[src/rtl/leading_run_scan_ctrl_if.sv]
// Word-in / run-token-out handshake bundle for the leading-run scan controller.
// master drives words and token acceptance; slave is the controller.
interface leading_run_scan_ctrl_if #(
  parameter int WORD_W = 32,
  parameter int CNT_W  = 16
);
  logic              in_valid;
  logic              in_ready;
  logic [WORD_W-1:0] in_data;
  logic              in_last;
  logic              out_valid;
  logic              out_ready;
  logic              out_bit;
  logic [CNT_W-1:0]  out_run;
  logic              out_split;
  logic              out_last;

  modport master (
    output in_valid, in_data, in_last, out_ready,
    input  in_ready, out_valid, out_bit, out_run, out_split, out_last
  );

  modport slave (
    input  in_valid, in_data, in_last, out_ready,
    output in_ready, out_valid, out_bit, out_run, out_split, out_last
  );
endinterface

[src/rtl/leading_run_scan_ctrl.sv]
// Scans packed words MSB-first and emits one (polarity, length) token per run,
// carrying runs across word boundaries and cutting runs at the count ceiling.
module leading_run_scan_ctrl #(
  parameter int WORD_W = 32,
  parameter int CNT_W  = 16
) (
  input  logic                   clk,
  input  logic                   rst,
  leading_run_scan_ctrl_if.slave bus,
  output logic                   busy
);
  localparam int PTR_W = $clog2(WORD_W + 1);
  localparam logic [PTR_W-1:0] WORD_PTR = PTR_W'(WORD_W);
  localparam logic [CNT_W-1:0] CNT_MAX  = {CNT_W{1'b1}};

  typedef enum logic [1:0] {LOAD, SCAN, EMIT} state_t;

  state_t            state_reg, state_next;
  logic [WORD_W-1:0] word_reg, word_next;
  logic [PTR_W-1:0]  ptr_reg, ptr_next;
  logic [CNT_W-1:0]  acc_reg, acc_next;
  logic              run_bit_reg, run_bit_next;
  logic              run_active_reg, run_active_next;
  logic              last_word_reg, last_word_next;
  logic              out_valid_reg, out_valid_next;
  logic              out_bit_reg, out_bit_next;
  logic [CNT_W-1:0]  out_run_reg, out_run_next;
  logic              out_split_reg, out_split_next;
  logic              out_last_reg, out_last_next;

  // Word aligned so the scan position sits at the MSB; vacated bits are zero.
  logic [WORD_W-1:0] shifted;
  logic [WORD_W-1:0] diff;
  logic              pol;
  logic [PTR_W-1:0]  lead_len;
  logic [PTR_W-1:0]  rem;
  logic [PTR_W-1:0]  n;
  logic [CNT_W:0]    sum;
  logic [CNT_W-1:0]  k;

  assign shifted = word_reg << ptr_reg;
  assign pol     = run_active_reg ? run_bit_reg : shifted[WORD_W-1];

  for (genvar gi = 0; gi < WORD_W; gi++) begin : g_diff
    assign diff[gi] = shifted[gi] ^ pol;
  end

  // Leading-zero count of the mismatch vector is the run length from ptr.
  always_comb begin
    lead_len = WORD_PTR;
    for (int i = 0; i < WORD_W; i++) begin
      if (diff[i]) lead_len = PTR_W'(WORD_W - 1 - i);
    end
  end

  assign rem = WORD_PTR - ptr_reg;
  // Zero fill below the word can look like a match, so clamp to what remains.
  assign n   = (lead_len < rem) ? lead_len : rem;
  assign sum = {1'b0, acc_reg} + (CNT_W+1)'(n);
  assign k   = CNT_MAX - acc_reg;

  always_comb begin
    state_next      = state_reg;
    word_next       = word_reg;
    ptr_next        = ptr_reg;
    acc_next        = acc_reg;
    run_bit_next    = run_bit_reg;
    run_active_next = run_active_reg;
    last_word_next  = last_word_reg;
    out_valid_next  = out_valid_reg;
    out_bit_next    = out_bit_reg;
    out_run_next    = out_run_reg;
    out_split_next  = out_split_reg;
    out_last_next   = out_last_reg;

    case (state_reg)
      LOAD: begin
        if (bus.in_valid) begin
          word_next      = bus.in_data;
          last_word_next = bus.in_last;
          ptr_next       = '0;
          state_next     = SCAN;
        end
      end

      SCAN: begin
        run_bit_next    = pol;
        run_active_next = 1'b1;
        if (sum > {1'b0, CNT_MAX}) begin
          // Ceiling reached: cut here, keep the run open for the remainder.
          ptr_next       = ptr_reg + PTR_W'(k);
          acc_next       = '0;
          out_valid_next = 1'b1;
          out_bit_next   = pol;
          out_run_next   = CNT_MAX;
          out_split_next = 1'b1;
          out_last_next  = 1'b0;
          state_next     = EMIT;
        end else if (n < rem) begin
          ptr_next        = ptr_reg + n;
          acc_next        = '0;
          run_active_next = 1'b0;
          out_valid_next  = 1'b1;
          out_bit_next    = pol;
          out_run_next    = sum[CNT_W-1:0];
          out_split_next  = 1'b0;
          out_last_next   = 1'b0;
          state_next      = EMIT;
        end else begin
          acc_next = sum[CNT_W-1:0];
          ptr_next = WORD_PTR;
          if (last_word_reg) begin
            out_valid_next = 1'b1;
            out_bit_next   = pol;
            out_run_next   = sum[CNT_W-1:0];
            out_split_next = 1'b0;
            out_last_next  = 1'b1;
            state_next     = EMIT;
          end else begin
            state_next = LOAD;
          end
        end
      end

      EMIT: begin
        if (bus.out_ready) begin
          out_valid_next = 1'b0;
          if (out_last_reg) begin
            ptr_next        = '0;
            acc_next        = '0;
            run_active_next = 1'b0;
            state_next      = LOAD;
          end else if (ptr_reg == WORD_PTR) begin
            state_next = LOAD;
          end else begin
            state_next = SCAN;
          end
        end
      end

      default: state_next = LOAD;
    endcase
  end

  always_ff @(posedge clk) begin
    if (rst) begin
      state_reg      <= LOAD;
      word_reg       <= '0;
      ptr_reg        <= '0;
      acc_reg        <= '0;
      run_bit_reg    <= 1'b0;
      run_active_reg <= 1'b0;
      last_word_reg  <= 1'b0;
      out_valid_reg  <= 1'b0;
      out_bit_reg    <= 1'b0;
      out_run_reg    <= '0;
      out_split_reg  <= 1'b0;
      out_last_reg   <= 1'b0;
    end else begin
      state_reg      <= state_next;
      word_reg       <= word_next;
      ptr_reg        <= ptr_next;
      acc_reg        <= acc_next;
      run_bit_reg    <= run_bit_next;
      run_active_reg <= run_active_next;
      last_word_reg  <= last_word_next;
      out_valid_reg  <= out_valid_next;
      out_bit_reg    <= out_bit_next;
      out_run_reg    <= out_run_next;
      out_split_reg  <= out_split_next;
      out_last_reg   <= out_last_next;
    end
  end

  assign bus.in_ready  = (state_reg == LOAD) && !rst;
  assign bus.out_valid = out_valid_reg;
  assign bus.out_bit   = out_bit_reg;
  assign bus.out_run   = out_run_reg;
  assign bus.out_split = out_split_reg;
  assign bus.out_last  = out_last_reg;
  assign busy          = (state_reg != LOAD) || run_active_reg;
endmodule
[src/flat_wrapper.sv]
// flat-port wrapper written by rule: the top's interface ports become plain ports
module leading_run_scan_ctrl_flat 
#(
  parameter int WORD_W = 32,
  parameter int CNT_W  = 16
)
  (clk, rst, busy, bus_in_valid, bus_in_data, bus_in_last, bus_out_ready, bus_in_ready, bus_out_valid, bus_out_bit, bus_out_run, bus_out_split, bus_out_last);
  leading_run_scan_ctrl_if #(.WORD_W(WORD_W), .CNT_W(CNT_W)) bus_i ();
  input  logic clk;
  input  logic rst;
  output logic busy;
  input wire logic [$bits(bus_i.in_valid)-1:0] bus_in_valid;
  input wire logic [$bits(bus_i.in_data)-1:0] bus_in_data;
  input wire logic [$bits(bus_i.in_last)-1:0] bus_in_last;
  input wire logic [$bits(bus_i.out_ready)-1:0] bus_out_ready;
  output wire logic [$bits(bus_i.in_ready)-1:0] bus_in_ready;
  output wire logic [$bits(bus_i.out_valid)-1:0] bus_out_valid;
  output wire logic [$bits(bus_i.out_bit)-1:0] bus_out_bit;
  output wire logic [$bits(bus_i.out_run)-1:0] bus_out_run;
  output wire logic [$bits(bus_i.out_split)-1:0] bus_out_split;
  output wire logic [$bits(bus_i.out_last)-1:0] bus_out_last;
  assign bus_i.in_valid = bus_in_valid;
  assign bus_i.in_data = bus_in_data;
  assign bus_i.in_last = bus_in_last;
  assign bus_i.out_ready = bus_out_ready;
  assign bus_in_ready = bus_i.in_ready;
  assign bus_out_valid = bus_i.out_valid;
  assign bus_out_bit = bus_i.out_bit;
  assign bus_out_run = bus_i.out_run;
  assign bus_out_split = bus_i.out_split;
  assign bus_out_last = bus_i.out_last;
  leading_run_scan_ctrl #(.WORD_W(WORD_W), .CNT_W(CNT_W)) u_core (.clk(clk), .rst(rst), .bus(bus_i), .busy(busy));
endmodule
[config.mk]
export PLATFORM = sky130hd
export DESIGN_NAME = leading_run_scan_ctrl_flat
export DESIGN_NICKNAME = d
export VERILOG_FILES = /design/src/rtl/leading_run_scan_ctrl_if.sv /design/src/rtl/leading_run_scan_ctrl.sv /design/src/flat_wrapper.sv
export SDC_FILE = /design/constraint.sdc
export NUM_CORES = 1
export LEC_CHECK = 0
export ABC_CLOCK_PERIOD_IN_PS = 7800
export CAP_MARGIN = 10
export CORE_MARGIN = 3
export CORE_UTILIZATION = 35
export DETAILED_ROUTE_END_ITERATION = 12
export PLACE_DENSITY_LB_ADDON = 0.12
export SYNTH_ARGS = -nofsm -noshare
export SYNTH_HDL_FRONTEND = slang
export SYNTH_SLANG_ARGS = --single-unit
[constraint.sdc]
create_clock -name clk -period 7.8 [get_ports clk]
set_input_delay 1.56 -clock clk [delete_from_list [all_inputs] [get_ports clk]]
set_output_delay 1.56 -clock clk [all_outputs]
set_load 0.01 [all_outputs]
==> results.sh, run 1 <==
export IMPL_vias=7226
export IMPL_worstMarginPinSlew_ns=1.10
export IMPL_synthTopCellsByArea="dfxtp_1 (22%), mux4_2 (8.3%), nand2_1 (7.0%)"
export IMPL_grtUsageTotal=0.204
export IMPL_finalClockSkew_ns=0.00902
export IMPL_io_buffers=58
export IMPL_reg2reg_depth=34
export IMPL_rrSetupSlack_ns=0.43
export IMPL_setup_tns_ns=0
export IMPL_dp_cells=1256
export IMPL_clock_sinks=79
export IMPL_async_flop_share=0
export IMPL_wl_per_cell_um=18.2
export IMPL_cts_tree="yes"
export IMPL_ys_seq_area_frac=0.216
export IMPL_via_per_inst=5.65
export IMPL_grt_pass1_wl_mm=36.8
export IMPL_layout_drive_gt1_share=0.164
export IMPL_clockBufferDepth=2
export IMPL_slowest_delay_ns=0.52
export IMPL_holdPathStages=2
export IMPL_yosys_area_top_type="dfxtp_1"
export IMPL_postLayoutSetupSlackWorst_ns=0.429
export IMPL_layout_common_cells="nand2_1 (137), nor2_1 (94), a21oi_1 (77), dfxtp_1 (76)"
export IMPL_grt_pass1_vias=6549
export IMPL_status="finished, final reports clean"
export IMPL_antenna_found_initial=0
export IMPL_dr_pass1_iters=5
export IMPL_grt_max_degree=81
export IMPL_place_gp_congestion=0.898
export IMPL_maxSlewHeadroom=0.265
export IMPL_synth_cell_types=82
export IMPL_netlist_instances=935
export IMPL_ioPinCount=59
export IMPL_ys_warn_count=0
export IMPL_report_final_slew_viol_count=0
export IMPL_final_common_cell="nand2_1"
export IMPL_cts_buffers=9
export IMPL_startpoint_type="flip-flop"
export IMPL_syn_area_um2=7310
export IMPL_end_kind="flip-flop"
export IMPL_dp_hpwl_mm=17.8
export IMPL_nets=1077
export IMPL_syn_num_nets=1008
export IMPL_hold_path_class="reg2reg"
export IMPL_ant_nets=0
export IMPL_fin_crit_ns=7.37
export IMPL_place_ws_ns=-0.0350
export IMPL_areaGrowthSynthToFinish_pct=20.7
export IMPL_path_class="reg2reg"
export IMPL_die_h_um=150
export IMPL_synth_avg_cell_area_um2=7.81
export IMPL_crit_required_ns=8.05
export IMPL_final_core_util=0.433
export IMPL_rows=52
export IMPL_netlist_area_leader_share=0.216
export IMPL_cts_max_level=3
export IMPL_coreArea_um2=20400
export IMPL_hold_viol=0
export IMPL_diodes=0
export IMPL_synth_flop_cell="dfxtp_1"
export IMPL_wirelength_mm=23.2
export IMPL_ctsHoldBuffers=0
export IMPL_clock_root_buffer="clkbuf_16"
export IMPL_fmaxAchievable_mhz=136
export IMPL_finalSetupViolations=0
export IMPL_maxCapViolCount=0
export IMPL_finalCritPeriodShare=0.945
export IMPL_largest_reg_flops=32
export IMPL_critPathMostFrequentCell="buf_4"
export IMPL_crit_fanout=9
export IMPL_die_width_um=150
export IMPL_critPathArrivalTime_ns=7.62
export IMPL_clock_latency_ns=0.35
export IMPL_dieArea_um2=22600
export IMPL_initial_utilization=0.359
export IMPL_crit_path_top_delay_cell="mux4_2"
export IMPL_drtIter0Drc=543
export IMPL_synth_edff_count=0
export IMPL_yosys_register_bits=79
export IMPL_finalNonFillerCells=1279
export IMPL_clk_pin_slew_worst_paths_ns=0.07
export IMPL_drt_drc_violations_left=0
export IMPL_grt_remaining_overflow=0
[cells in the mapped netlist (all sizes together) (21+ instances only)]
| cell | count |
|---|---|
| dfxtp | 79 |
| a21oi | 80 |
| nor3 | 34 |
| mux2i | 39 |
| nand2 | 139 |
| inv | 33 |
| clkbuf | 42 |
| buf | 21 |
| ha | 33 |
| nor2 | 96 |
| mux2 | 23 |
| o21ai | 35 |
| xnor2 | 21 |
| mux4 | 27 |
[kinds of logic (layout without fill, tap and decap cells)]
kind of cell,count (synthesis),in the layout,synth area share
simple gates,369,369,0.235
compound gates,240,240,0.223
buf+inv,96,170,0.0563
mux,89,89,0.173
flops,79,79,0.216
fa+ha+maj,36,36,0.0647
xor+xnor,26,26,0.0312
[layout make-up]
cell class	instances	area, µm²
clock inverters	7	47.5
well taps	270	338
clock buffers	9	225
repair buffers	121	1110
flip-flops and latches	79	1590
multi-input cells	760	5390
inverters	33	124
fillers	2098	11500
[critical path, delay by kind of cell (launching register included)]
kind / cells / cell delay (ns)
DFF: 1 / 0.41
AOI/OAI and AO/OA: 14 / 3.10
buffers and inverters: 3 / 0.48
and+or+nand+nor: 12 / 1.57
muxes: 3 / 1.21
adders and majority gates: 2 / 0.50
[worst paths after layout]
check,from,to
max,u_core.ptr_reg[1],u_core.bus.out_run[10]
min reg2reg,u_core.bus.out_split,u_core.bus.out_split
max reg2reg,u_core.ptr_reg[1],u_core.bus.out_run[10]
min,u_core.bus.out_split,u_core.bus.out_split
[metrics by stage]
stage / hold WS (ns) / instance area, µm²
after global placement: 0.465 / 8410
final: 0.478 / 8820
after floorplan: 0.436 / 7320
after global routing: 0.511 / 8820
after CTS: 0.477 / 8680
after detailed placement: 0.464 / 8410
[routing by layer]
layer	global-route usage	vias up	share of wire
met4	0.0412	0	0.0084
met3	0.0301	17	0.059
met5	0	-	0
met1	0.332	3424	0.52
li1	-	3551	-
met2	0.282	234	0.41
[what timing repair did]
| item | in CTS | in global routing |
|---|---|---|
| gates cloned | 0 | 3 |
| pin swaps | 0 | 11 |
| setup endpoints to repair | 8 | 44 |
| gates resized for setup | 1 | 21 |
| buffers inserted | 0 | 4 |
Power of run 1 is not shown: default switching activity piles up to over one toggle a cycle in this logic, so the estimate is an artifact.
==> run 2: changes to the inputs <==
--- a/config.mk
+++ b/config.mk
@@ -7,10 +7,11 @@
 export LEC_CHECK = 0
 export ABC_CLOCK_PERIOD_IN_PS = 7800
 export CAP_MARGIN = 10
-export CORE_MARGIN = 3
+export CORE_MARGIN = 1
 export CORE_UTILIZATION = 35
 export DETAILED_ROUTE_END_ITERATION = 12
 export PLACE_DENSITY_LB_ADDON = 0.12
+export SKIP_LAST_GASP = 1
 export SYNTH_ARGS = -nofsm -noshare
 export SYNTH_HDL_FRONTEND = slang
 export SYNTH_SLANG_ARGS = --single-unit
==> run 2 against run 1 <==
Routed wire length is 0.44% higher; critical path depth rose by 2; sequential share of layout area shrank 0.33 points; clock skew down 0.0025 ns; final cell count increased by 0.39%; fmax grew 0.11%; via count fell by 0.54%; count of clock-buffer cells in the layout did not move; worst hold slack worse by 0.012 ns; worst setup slack improved by 0.0079 ns; utilization is 0.73 points higher.
==> results.sh, run 2 (synthesis gave the netlist of run 1 again) <==
export IMPL_final_core_util=0.440
export IMPL_initial_utilization=0.359
export IMPL_cellPowerDensity_nw_per_um2=557
export IMPL_maxSlewHeadroom=0.281
export IMPL_postLayoutSetupSlackWorst_ns=0.437
export IMPL_critPathMostFrequentCell="o21ai_0"
export IMPL_areaGrowthSynthToFinish_pct=22.7
export IMPL_crit_path_top_delay_cell="mux4_2"
export IMPL_hold_start="u_core.bus.out_bit"
export IMPL_grt_remaining_overflow=0
export IMPL_wirelength_mm=23.3
export IMPL_vias=7187
export IMPL_finalSetupViolations=0
export IMPL_io_buffers=58
export IMPL_ant_nets=0
export IMPL_drtIter0Drc=641
export IMPL_dr_pass1_iters=5
export IMPL_grt_max_degree=81
export IMPL_ir_drop_v=0.000261
export IMPL_report_final_slew_viol_count=0
export IMPL_antenna_found_initial=0
export IMPL_fin_crit_ns=7.36
export IMPL_cts_buffers=9
export IMPL_seq_power_share=0.119
export IMPL_diodes=0
export IMPL_crit_required_ns=8.00
export IMPL_hold_path_class="reg2reg"
export IMPL_die_h_um=146
export IMPL_grt_pass1_wl_mm=37.2
export IMPL_dieArea_um2=21500
export IMPL_reg2reg_depth=36
export IMPL_netSwitchingPower_uw=2460
export IMPL_layout_common_cells="nand2_1 (137), nor2_1 (94), a21oi_1 (77), dfxtp_1 (76), buf_4 (61)"
export IMPL_final_common_cell="nand2_1"
export IMPL_clock_root_buffer="clkbuf_16"
export IMPL_die_width_um=146
export IMPL_worstMarginPinSlew_ns=1.08
export IMPL_grt_pass1_vias=6624
export IMPL_slowest_delay_ns=0.53
export IMPL_drt_drc_violations_left=0
export IMPL_crit_fanout=14
export IMPL_rrSetupSlack_ns=0.44
export IMPL_rows=52
export IMPL_clockBufferDepth=2
export IMPL_grtUsageTotal=0.219
export IMPL_p_int_uw=2540
export IMPL_worstReg2RegStart="u_core.ptr_reg[1]"
export IMPL_nets=1082
export IMPL_path_class="reg2reg"
export IMPL_coreArea_um2=20400
export IMPL_clock_latency_ns=0.35
export IMPL_hold_end="u_core.bus.out_bit"
export IMPL_setup_tns_ns=0
export IMPL_finalClockSkew_ns=0.00649
export IMPL_clk_pin_slew_worst_paths_ns=0.06
export IMPL_layout_drive_gt1_share=0.167
export IMPL_maxCapViolCount=0
export IMPL_dp_cells=1265
export IMPL_largest_reg_flops=32
export IMPL_clock_sinks=79
export IMPL_startpoint_type="flip-flop"
export IMPL_wl_per_cell_um=18.2
export IMPL_holdPathStages=2
export IMPL_cts_tree="yes"
export IMPL_hold_viol=0
export IMPL_cts_max_level=3
export IMPL_ioPinCount=59
export IMPL_switching_share=0.491
export IMPL_critPathArrivalTime_ns=7.57
export IMPL_fmaxAchievable_mhz=136
export IMPL_finalCritPeriodShare=0.944
export IMPL_dp_hpwl_mm=17.8
export IMPL_finalNonFillerCells=1284
export IMPL_power_leakage_uw=0.00339
export IMPL_r2r_end="u_core.ptr_reg[1]"
export IMPL_place_area_um2=8480
export IMPL_via_per_inst=5.60
export IMPL_status="finished, final reports clean"
export IMPL_place_gp_congestion=0.922
export IMPL_final_area_um2=8970
export IMPL_combPwrFrac=0.780
export IMPL_critPathLaunch="u_core.ptr_reg[1]"
export IMPL_end_kind="flip-flop"
export IMPL_place_ws_ns=-0.0341
export IMPL_clock_power_share=0.101
export IMPL_ctsHoldBuffers=0
export IMPL_rsz0062_at_grt="false"
-- run 2: final cells by class --
cell class	count	area, µm²
fill	2073	11400
clock inverter	7	128
inverter	33	124
sequential	79	1590
timing repair buffer	126	1170
clock buffer	9	225
multi-input combinational	760	5400
tap	270	338
-- run 2: timing repair --
item / 4_1_cts / 5_1_grt
setup endpoints to repair: 4 / 43
setup buffers: 0 / 1
gates resized for setup: 3 / 18
pin swaps: 0 / 5
cloned: 0 / 1
-- run 2: power by group through the flow --
stage,Sequential (µW),Clock (µW),Combinational [µW]
floorplan,585,0,2580
global route,607,533,4310
CTS,592,515,3810
global placement,601,0,3790
detailed placement,599,0,3780
finish,593,506,3900
-- run 2: layer usage --
metal  global-route usage  part of all wire
met3               0.0347             0.056
met5                    0                 0
met2                0.303              0.41
met4               0.0578             0.014
met1                0.344              0.52
-- run 2: critical path: cells and delay by family (launching register included) --
family          cells  cell delay [ns]
compound gates     15             2.69
fa+ha+maj           3             0.84
buf+inv             3             0.39
flops               1             0.40
mux                 2             0.91
simple gates       13             1.98
-- run 2: worst max-delay path by stage --
stage                              to  slack, ns  depth (start not counted)
5_1_grt             u_core.ptr_reg[1]       0.02                         37
3_3_place_gp        u_core.ptr_reg[1]       0.13                         36
4_1_cts         u_core.bus.out_run[9]       0.08                         37
2_1_floorplan  u_core.bus.out_run[10]        0.1                         39
6_report            u_core.ptr_reg[1]       0.44                         36
3_5_place_dp        u_core.ptr_reg[1]      -0.03                         36
-- run 2: per-stage QoR --
stage | hold WS [ns] | total power (µW)
after floorplan | 0.436 | 3170
after global placement | 0.463 | 4390
after detailed placement | 0.450 | 4380
after CTS | 0.467 | 4920
after global routing | 0.485 | 5450
final | 0.466 | 5000
(Power assumes the default switching activity.)
